==> src/rtl/atmos_light_est.sv <==
// atmos_light_est
//
// Estimates atmospheric light from a dark-channel video stream: tracks the
// brightest valid pixel of each frame and commits it as A_value when the
// frame ends. The video stream is forwarded to the post_* outputs with one
// register stage.
//
// Optional feature: define ATMOS_SMOOTH_EN to blend each new frame maximum
// into the previous A_value (3:1 temporal IIR) instead of using it directly.
//
// Ports
//   clk                 sole clock, rising edge
//   rst                 synchronous, active-high reset
//   pre_frame_vsync     frame-active qualifier (high for the whole frame)
//   pre_frame_href      line-active qualifier
//   pre_frame_clken     pixel-valid strobe
//   pre_img[7:0]        dark-channel pixel
//   post_frame_*        pre_frame_* delayed by one cycle
//   post_img[7:0]       pre_img delayed by one cycle
//   A_value[7:0]        atmospheric light estimate, changes only at a commit
//   a_update            one-cycle pulse when a new A_value first appears
//   a_locked            high once at least one frame has been committed

module atmos_light_est #(
    parameter logic [7:0] A_INIT = 8'd255,
    parameter logic [7:0] A_MIN  = 8'd64
) (
    input  logic       clk,
    input  logic       rst,
    input  logic       pre_frame_vsync,
    input  logic       pre_frame_href,
    input  logic       pre_frame_clken,
    input  logic [7:0] pre_img,
    output logic       post_frame_vsync,
    output logic       post_frame_href,
    output logic       post_frame_clken,
    output logic [7:0] post_img,
    output logic [7:0] A_value,
    output logic       a_update,
    output logic       a_locked
);

    typedef enum logic [1:0] {
        StIdle,
        StActive,
        StUpdate
    } state_e;

    state_e      state_q;
    logic        vsync_prev_q;
    logic        post_vsync_q;
    logic        post_href_q;
    logic        post_clken_q;
    logic [7:0]  post_img_q;
    logic [7:0]  frame_max_q;
    logic [21:0] pix_cnt_q;
    logic [7:0]  a_value_q;
    logic        a_update_q;
    logic        a_locked_q;

    logic        pix_valid;
    logic        vsync_rise;
    logic        vsync_fall;
    logic [7:0]  candidate;
    logic [7:0]  commit_val;

    assign pix_valid  = pre_frame_vsync & pre_frame_href & pre_frame_clken;
    assign vsync_rise = ~vsync_prev_q & pre_frame_vsync;
    assign vsync_fall = vsync_prev_q & ~pre_frame_vsync;

`ifdef ATMOS_SMOOTH_EN
    logic [9:0] iir_sum;

    // 3*A + max + 2 peaks at 1022, so 10 bits never overflow.
    assign iir_sum = ({2'b00, a_value_q} << 1) + {2'b00, a_value_q}
                   + {2'b00, frame_max_q} + 10'd2;

    // Nothing to blend with before the first commit: take the frame maximum.
    assign candidate = a_locked_q ? iir_sum[9:2] : frame_max_q;
`else
    assign candidate = frame_max_q;
`endif

    // Clamp keeps the downstream divisor away from zero.
    assign commit_val = (candidate < A_MIN) ? A_MIN : candidate;

    // Edge-detect register is not cleared by reset: it follows the input so
    // that a vsync already high at reset release is not seen as a new frame.
    always_ff @(posedge clk) begin
        vsync_prev_q <= pre_frame_vsync;
    end

    always_ff @(posedge clk) begin
        if (rst) begin
            post_vsync_q <= 1'b0;
            post_href_q  <= 1'b0;
            post_clken_q <= 1'b0;
            post_img_q   <= 8'd0;
        end else begin
            post_vsync_q <= pre_frame_vsync;
            post_href_q  <= pre_frame_href;
            post_clken_q <= pre_frame_clken;
            post_img_q   <= pre_img;
        end
    end

    always_ff @(posedge clk) begin
        if (rst) begin
            state_q     <= StIdle;
            frame_max_q <= 8'd0;
            pix_cnt_q   <= 22'd0;
            a_value_q   <= A_INIT;
            a_update_q  <= 1'b0;
            a_locked_q  <= 1'b0;
        end else begin
            a_update_q <= 1'b0;
            case (state_q)
                StIdle: begin
                    if (vsync_rise) begin
                        state_q     <= StActive;
                        frame_max_q <= 8'd0;
                        pix_cnt_q   <= 22'd0;
                    end
                end
                StActive: begin
                    if (vsync_fall) begin
                        state_q <= StUpdate;
                    end else if (pix_valid) begin
                        if (pre_img > frame_max_q) begin
                            frame_max_q <= pre_img;
                        end
                        if (pix_cnt_q != '1) begin
                            pix_cnt_q <= pix_cnt_q + 22'd1;
                        end
                    end
                end
                StUpdate: begin
                    // A frame with no valid pixels leaves the estimate alone.
                    if (pix_cnt_q != 22'd0) begin
                        a_value_q  <= commit_val;
                        a_update_q <= 1'b1;
                        a_locked_q <= 1'b1;
                    end
                    // Back-to-back frame: vsync already high again.
                    if (pre_frame_vsync) begin
                        state_q     <= StActive;
                        frame_max_q <= 8'd0;
                        pix_cnt_q   <= 22'd0;
                    end else begin
                        state_q <= StIdle;
                    end
                end
                default: begin
                    state_q <= StIdle;
                end
            endcase
        end
    end

    assign post_frame_vsync = post_vsync_q;
    assign post_frame_href  = post_href_q;
    assign post_frame_clken = post_clken_q;
    assign post_img         = post_img_q;
    assign A_value          = a_value_q;
    assign a_update         = a_update_q;
    assign a_locked         = a_locked_q;

endmodule

==> config.mk <==
export PLATFORM = sky130hd
export DESIGN_NAME = atmos_light_est
export DESIGN_NICKNAME = d
export VERILOG_FILES = /design/src/rtl/atmos_light_est.sv
export SDC_FILE = /design/constraint.sdc
export NUM_CORES = 1
export LEC_CHECK = 0
export CAP_MARGIN = 20
export CORE_MARGIN = 8
export CORE_UTILIZATION = 61
export CTS_BUF_LIST = sky130_fd_sc_hd__clkbuf_8
export DETAILED_ROUTE_END_ITERATION = 12
export PLACE_DENSITY_LB_ADDON = 0.08
export SYNTH_ARGS = -nofsm -noshare
export SYNTH_HDL_FRONTEND = slang
export SYNTH_SLANG_ARGS = --single-unit
==> constraint.sdc <==
create_clock -name clk -period 5.9 [get_ports clk]
set_clock_uncertainty 0.05 [all_clocks]
set_input_delay 0.59 -clock clk [delete_from_list [all_inputs] [get_ports clk]]
set_output_delay 0.59 -clock clk [all_outputs]
set_load 0.01 [all_outputs]
==> metrics.md, run 1 <==
| Metric | Value |
|---|---|
| Sequential-to-total area share from yosys stat | approximately two fifths |
| Mapped Cells | between 200 and 300 |
| Number of routed nets with antenna violations | 0 |
| Most instantiated library cell after synthesis | dfxtp_1 |
| Initial antenna violation count | 0 |
| Initial drt markers | approximately 190 |
| Crit path max fanout | 18 |
| Dpl cell area | 2920 sq um |
| Leak Pwr | 0.00120 uW |
| Worst endpoint required time | 6.03 ns |
| Final Total Pwr | about 640 uW |
| FFs w/ async S/R, synth | 0% |
| Port Buffers | 33 |
| Type of origin of the critical path | input pin |
| Finished Cell Area | 3000 sq um |
| CTS buffer count | 5 |
| Number of hold violations in the final report | 0 |
| Drt wl/cell | 16.2 um |
| Total clock sinks | 54 |
| Register area | approximately 1100 sq um |
| Final period utilization | 52.8% |
| Post-synth top cells | dfxtp_1, nand2_1, inv_1, o31ai_1 |
| Die Wd | 81.4 um |
| Synth area leader | dfxtp_1 |
| Detail Placement HPWL | 4450 um |
| N_diodes | 0 |
| Relative max-transition margin | a little under 20% |
| Most area-consuming cells after synthesis | dfxtp_1, nand2_1, o31ai_1 |
| Post-synth EDFFs | 0 |
| Mapped cell area | roughly 2600 sq um |
| Multi-input gate area | 1360 sq um |
| First-pass GRT wire length | 10000 um |
| Layout cells sized above 1 | 5.88% |
| Overflow after GRT | 0 |
| Floorplan row count | 23 |
| CTS root buf | clkbuf_8 |
| Largest net degree at the start of global routing | 19 |
| Tightest Hold Check Type | reg -> reg |
| Core area | 4060 sq um |
| H-tree levels | 2 |
| Share of the synthesized area in the top cell type | 41.4% |
| Pins Over Slew Limit | 0 |
| RSZ-0062 raised after global routing | false |
| Full die area | ~6600 sq um |
| Fmax | between 300 and 400 MHz |
| GR Util All Layers | between 10% and 20% |
| Crit Path Class | in -> reg |
| Max Cap Violations | 0 |
| Net Count, Synth | 319 |
| Final design utilization | about 74% |
| CTS Hold Buffers Added | 0 |
| Yosys warns | 0 |
| PostCTS Resize Cnt | 0 |
| Power Density | approximately 210 nW/um^2 |
| Filler instances | 315 |
| Setup bufs post-CTS | 0 |
| Die height | 81.4 um |
| Vias in the first global route | about 2100 |
| IO Pins | 34 |
| Maximum vdd drop | 0.136 mV |
| Worst-Margin Slew | 1.21 ns |
| Syn avg cell area | 8.82 sq um |
| Nets | 346 |
| Clock Tree Buf Depth | 2 |
| DRC | 0 |
| CTS tree | built |
| Distinct cells, synth | 51 |
| Period minus WS final | 3.12 ns |
| Clock latency at the later pin of the worst-skew pair | roughly 0.31 ns |
| Vias | 2316 |
| Setup violations, final | 0 |
| Yosys reg bits | 54 |
| Clock slew seen by the registers of the worst setup and hold paths | 0.10 ns |
| Setup_tns | 0 ns |
| Area delta synth->final | 14.8% |
| Starting Density | around 64% |
| Status | completed |
| 1st-pass router iterations | 4 |
| Top FF cell, synth | dfxtp_1 |
| Gpl congestion | 0.892 |
| Detailed Route WL | 6040 um |
| Crit path arrival time | 3.25 ns |
| Crit. End Element | flop |
| Via density | 6.21 |
worst max-delay path: stages:
cell	delay, ns
clkdlybuf4s50_1	0.80
clkinv_1	0.64
nand2_1	0.61
nor4_4	0.17
nor2_1	0.28
o221ai_1	0.15
cell usage in the layout (no fill, tap or decap), types with 2 or more instances in the layout:
master	synthesis	layout
nand3_1	11	11
clkdlybuf4s50_1	0	33
o41ai_1	2	2
clkbuf_8	1	5
a311oi_1	2	2
nor4_1	3	3
nand2_1	38	38
or3_1	2	2
a21oi_1	11	11
o21ai_0	13	13
a31oi_1	6	6
ha_1	10	10
a21o_1	4	4
a41oi_1	5	5
o31ai_1	17	17
or4_1	2	2
o211ai_2	2	2
nor3_1	6	6
nand4_1	9	9
and3_1	6	6
nor2_1	13	13
and4_4	2	2
nor2b_1	6	6
o2bb2ai_1	8	8
inv_1	22	22
o211ai_1	8	8
dfxtp_1	54	54
registers in the layout (all words and copies together) (netlist names), 2 cells and up:
signal     flops
A_value        8
state_q        2
pix_cnt_q     22
post_img       8
candidate      8
final cells by class:
cell class	count	share of cell area (%)
Multi-Input combinational cell	206	45.2
Sequential cell	54	36.1
Timing Repair Buffer	33	11.0
Inverter	23	2.88
Clock buffer	5	2.30
Tap cell	50	2.09
Clock inverter	2	0.459
cells by family after synthesis:
| logic type | after synthesis | synth area share (%) |
|---|---|---|
| buffers and inverters | 36 | 6.71 |
| adders and majority gates | 10 | 4.79 |
| AOI/OAI and AO/OA | 87 | 24.8 |
| and+or+nand+nor | 108 | 21.9 |
| DFF | 54 | 41.4 |
| muxes | 1 | 0.383 |
power breakdown:
group          switching [uW]  internal (uW)
combinational            32.5           26.5
sequential               3.81            371
clock                     121           82.3
total                     158            480
per-stage QoR:
stage	cells	hold WS [ns]	worst slack, ns
6_report	373	0.416	2.78
3_3_place_gp	366	0.395	2.59
2_1_floorplan	296	0.382	3.71
4_1_cts	373	0.412	2.83
5_1_grt	373	0.433	2.65
3_5_place_dp	366	0.398	2.48
worst paths after layout:
check                             startpoint       endpoint  slack (ns)  depth (start not counted)
worst max register to register  pix_cnt_q[1]  pix_cnt_q[19]        3.34                          6
worst min register to register      a_locked       a_locked        0.42                          2
worst max-delay path                     rst  pix_cnt_q[18]        2.78                          6
worst min-delay path                a_locked       a_locked        0.42                          2
layer usage:
metal / track usage [%] / share of wire (%) / vias up / routed length (um)
met4: 6.07 / 1.0 / 0 / 63
met1: 26.8 / 49 / 1085 / 2970
met5: 0 / 0 / - / 0
met3: 4.80 / 5.7 / 6 / 344
met2: 27.3 / 44 / 69 / 2660
li1: - / - / 1156 / -
Note: power is estimated with default switching activity, not from simulation.
==> run 2, diff against run 1 <==
CORE_UTILIZATION = 51   (was 61)
clock period = 2.55 ns   (was 5.9 ns; I/O delays follow)
==> run 2 against run 1 <==
Net effect: combinational power increased to 2.5 times the previous value; critical path type is now reg -> reg; final cell count increased by 11%; largest power group unchanged; setup slack got worse by 2.4 ns.
==> metrics.md, run 2 (same netlist as run 1, synthesis figures left out) <==
| Metric | Value |
|---|---|
| GR Util All Layers | 18.1% |
| Vias in the first global route | 2321 |
| Crit Path Class | reg -> reg |
| CTS Hold Buffers Added | 0 |
| Floorplan row count | 26 |
| Overflow after GRT | 0 |
| Vias | 2396 |
| Initial drt markers | 125 |
| Power Density | a little under 500 nW/um^2 |
| Crit path max fanout | 10 |
| Nets | 365 |
| Max Cap Violations | 0 |
| H-tree levels | 2 |
| Commonest non-fill, non-tap cell in the layout | dfxtp_1 |
| Setup bufs post-CTS | 0 |
| WHS Path Cells | 2 |
| Drt wl/cell | 15.9 um |
| Largest Register | pix_cnt_q |
| Number of routed nets with antenna violations | 0 |
| DRC | 0 |
| Initial antenna violation count | 0 |
| Largest net degree at the start of global routing | 18 |
| Status | completed |
| Die height | 87.6 um |
| Core area | 5010 sq um |
| Gpl congestion | 0.831 |
| Pins Over Slew Limit | 0 |
| First-pass GRT wire length | 11200 um |
| Clock latency at the later pin of the worst-skew pair | about 0.3 ns |
| Full die area | 7670 sq um |
| PostCTS Resize Cnt | 0 |
| R2R depth | 7 |
| Worst-Margin Slew | 0.673 ns |
| Period minus WS final | 2.14 ns |
| CTS tree | built |
| Final period utilization | 84.0% |
| Layout cells sized above 1 | ~11% |
| Hold_sp | a_locked |
| Fmax | 467 MHz |
| Maximum vdd drop | 0.283 mV |
| CP startpoint | pix_cnt_q[0] |
| CTS buffer count | 5 |
| Commonest non-fill, non-tap cells in the layout | dfxtp_1, nand2_1, clkdlybuf4s50_1 |
| Filler instances | 450 |
| Relative max-transition margin | 55.0% |
| Port Buffers | 33 |
| Type of origin of the critical path | flop |
| Via density | 5.80 |
| IO Pins | 34 |
| 1st-pass router iterations | 4 |
| Worst endpoint required time | 2.72 ns |
| Detailed Route WL | 6560 um |
| Starting Density | a little over half |
| Crit path arrival time | 2.31 ns |
| RSZ-0062 raised after global routing | false |
| Clock Tree Buf Depth | 2 |
| Crit. End Element | flop |
| Setup_tns | 0 ns |
| Detail Placement HPWL | 4930 um |
| Area delta synth->final | 22.1% |
| CTS root buf | clkbuf_8 |
| N_diodes | 0 |
| R2R Path Start | pix_cnt_q[0] |
| Number of hold violations in the final report | 0 |
| Leak Pwr | 0.00131 uW |
| Setup violations, final | 0 |
| Total clock sinks | 54 |
| Largest register FFs | 22 |
| Final hold slack | around 0.4 ns |
| Clock slew seen by the registers of the worst setup and hold paths | 0.09 ns |
| Tightest Hold Check Type | reg -> reg |
| Die Wd | 87.6 um |
==> run 2: changes by cell type in the layout (fill, tap and decap cells not counted) <==
cell       previous run  this run
buf_4                 0        19
bufinv_16             0         1
clkinv_2              1         0
inv_1                22        24
inv_6                 1         0
==> run 2: per-layer routing <==
metal	wire (um)	share of wire, %	vias to the layer above	global-route usage [%]
li1	-	-	1193	-
met1	2910	44	1134	22.4
met2	3280	50	65	30.2
met3	321	4.9	4	4.60
met4	40	0.61	0	5.00
met5	0	0	-	0
==> run 2: worst max-delay path, stage by stage (launching register included) <==
cell     delay (ns)
dfxtp_1        0.39
ha_1           0.26
and3_1         0.21
buf_4          0.16
and4_4         0.19
a21oi_2        0.41
nand3_1        0.16
o31ai_1        0.23
==> run 2: where the power goes <==
group / switching, uW / leakage [uW] / internal (uW)
clock: 272 / 0.0000607 / 286
sequential: 8.93 / 0.000439 / 858
combinational: 77.1 / 0.000808 / 70.8
total: 358 / 0.00131 / 1220
==> run 2: cell type report <==
cell class / instances / area, sq um / area share (%)
Multi-Input combinational cell: 206 / 1360 / 42.5
Clock buffer: 5 / 68.8 / 2.16
Sequential cell: 54 / 1080 / 33.9
Inverter: 23 / 86.3 / 2.71
Clock inverter: 3 / 37.5 / 1.18
Timing Repair Buffer: 52 / 473 / 14.8
Tap cell: 70 / 87.6 / 2.75
==> run 2: worst paths after layout <==
check | to | slack, ns
setup / recovery | pix_cnt_q[17] | 0.41
setup reg to reg | pix_cnt_q[17] | 0.41
hold reg to reg | a_locked | 0.41
hold / removal | a_locked | 0.41
==> run 2: metrics by stage <==
stage / area [sq um] / power [uW] / util, % / setup slack (ns) / std cells
floorplan: 2610 / 961 / - / 0.542 / 296
CTS: 3190 / 1590 / 63.7 / 0.400 / 413
global route: 3190 / 1640 / 63.7 / 0.253 / 413
global placement: 3080 / 1030 / 61.4 / 0.101 / 404
finish: 3190 / 1570 / 63.7 / 0.407 / 413
detailed placement: 3080 / 1030 / 61.5 / 0.219 / 405
==> run 3, diff against run 2 <==
clock period = 1.85 ns   (was 2.55 ns; I/O delays follow)
==> run 3 against run 2 <==
Net effect: the run now ends with setup timing left; sequential share of layout area is 5.3 points lower; critical path depth up 1; non-clock buffer count up 56; power increased by 36%; sequential cell count unchanged; clock-buffer cell count rose by 1; first-iteration DRC count up 58%; register-to-register slack got worse by 0.44 ns; die area unchanged; largest cell class unchanged.
==> metrics.md, run 3 (same netlist as run 1, synthesis figures left out) <==
| Metric | Value |
|---|---|
| Status | finished, violations left |
| Failing checks | setup timing |
| Via density | 5.64 |
| Share of total power in combinational logic | 12.0% |
| Dpl cell area | about 3500 sq um |
| Layout cells sized above 1 | 32.3% |
| Floorplan row count | 26 |
| Port Buffers | 33 |
| Setup_tns | -0.170 ns |
| Number of routed nets with antenna violations | 0 |
| R2R depth | 8 |
| Max stage delay on crit path | 0.35 ns |
| Vias | around 2600 |
| Detail Placement HPWL | 5430 um |
| Clock Tree Buf Depth | 2 |
| Core area | 5010 sq um |
| Final period utilization | 102% |
| Switching share of total power | approximately 25% |
| Worst endpoint required time | 2.04 ns |
| Overflow after GRT | 0 |
| Post-place setup slack | -0.309 ns |
| WL met2 | just under 4000 um |
| IO Pins | 34 |
| Setup violations, final | 11 |
| Commonest non-fill, non-tap cells in the layout | buf_4, dfxtp_1, nand2_1 |
| Critical Path Most Common Cell | a21o_1 |
| N_diodes | 0 |
| Crit Path Class | reg -> reg |
| Initial antenna violation count | 0 |
| Drt wl/cell | 16.0 um |
| Finished Cell Area | 3830 sq um |
| CTS tree | built |
| Worst-Margin Slew | just under 0.4 ns |
| Number of hold violations in the final report | 0 |
| Pins Over Slew Limit | 0 |
| Die height | 87.6 um |
| Highest-delay cell along the critical path | dfxtp_2 |
| Detailed Route WL | 7480 um |
| Largest Register | pix_cnt_q |
| Fmax | 531 MHz |
| NetSw | 527 uW |
| Type of origin of the critical path | flop |
| Final hold slack | 0.287 ns |
| Maximum vdd drop | 0.528 mV |
| Largest net degree at the start of global routing | 18 |
| Period minus WS final | between 1.5 and 2 ns |
| CTS Hold Buffers Added | 0 |
| Gpl congestion | 0.922 |
| Commonest non-fill, non-tap cell in the layout | buf_4 |
| WHS Path Cells | 3 |
| CTS root buf | clkbuf_8 |
| Clock share of power | roughly 32% |
| RSZ-0062 raised after global routing | true |
| Nets | 421 |
| Met1 WL | 3150 um |
| Power Density | about 560 nW/um^2 |
| First-pass GRT wire length | 12100 um |
| Crit path arrival time | roughly 2.1 ns |
| Highest Signal Layer | met4 |
| Relative max-transition margin | between 70 and 80% |
| Met3 WL | 284 um |
| Area delta synth->final | 46.6% |
| Initial drt markers | just under 200 |
| Final design utilization | 76.4% |
| H-tree levels | 2 |
| Crit path max fanout | 6 |
| Vias in the first global route | 2609 |
| Crit. End Element | flop |
| Max Cap Violations | 0 |
| Leak Pwr | about 0.0016 uW |
| Internal Power | between 1500 and 2000 uW |
| Largest register FFs | 22 |
| Clock slew seen by the registers of the worst setup and hold paths | 0.09 ns |
| GR Util All Layers | 19.9% |
| CTS buffer count | 5 |
| Cells along the critical path | inv_2, ha_4, a21o_1, a21o_1, a211o_1, o31ai_2, buf_4, o2bb2ai_1 |
| DRC | 0 |
| Full die area | 7670 sq um |
| Clock latency at the later pin of the worst-skew pair | 0.31 ns |
| Fin worst setup slack | -0.0348 ns |
| Starting Density | 52.1% |
| Total clock sinks | between 50 and 60 |
| Tightest Hold Check Type | in -> reg |
| Die Wd | 87.6 um |
| 1st-pass router iterations | 4 |
| Reg power frac | 55.8% |
==> run 3: timing repair <==
action / 4_1_cts / 5_1_grt
gates resized for setup: 13 / 37
gates cloned: 1 / 0
pin swaps: 5 / 12
buffers inserted: 3 / 2
endpoints found under the setup margin: 19 / 39
==> run 3: metal layers <==
layer  vias to the layer above  GRT usage [%]
met5                         -              0
met4                         0           7.50
met3                        11           3.94
met2                        72           36.3
met1                      1262           22.1
li1                       1302              -
==> run 3: worst paths after layout <==
check	start	end	slack, ns
max	candidate[5]	candidate[0]	-0.03
min	pre_img[5]	post_img[5]	0.29
max reg2reg	candidate[5]	candidate[0]	-0.03
min reg2reg	vsync_prev_q	state_q[0]	0.42
==> run 3: power by group through the flow <==
stage	Combinational, uW	Clock (uW)	Sequential [uW]
2_1_floorplan	98.4	0	1230
3_3_place_gp	231	0	1220
3_5_place_dp	233	0	1220
4_1_cts	242	707	1200
5_1_grt	277	748	1200
6_report	257	688	1190
==> run 3: worst max-delay path: cells and delay by family (launching register included) <==
family / cells / cell delay (ns)
adder cells (fa/ha/maj): 1 / 0.21
flip-flops: 1 / 0.35
AO/OA/AOI/OAI: 5 / 0.97
buffers and inverters: 2 / 0.26
==> run 3: layout make-up <==
type | instances | area (sq um)
Clock buffer | 6 | 82.6
Clock inverter | 2 | 12.5
Fill cell | 387 | 1180
Inverter | 23 | 86.3
Multi-Input combinational cell | 206 | 1530
Sequential cell | 54 | 1090
Tap cell | 70 | 87.6
Timing Repair Buffer | 108 | 940
==> run 3: stage by stage <==
| stage | cells | power (uW) |
|---|---|---|
| finish | 469 | 2140 |
| global route | 469 | 2220 |
| CTS | 467 | 2140 |
| detailed placement | 455 | 1450 |
| global placement | 455 | 1450 |
| floorplan | 296 | 1320 |
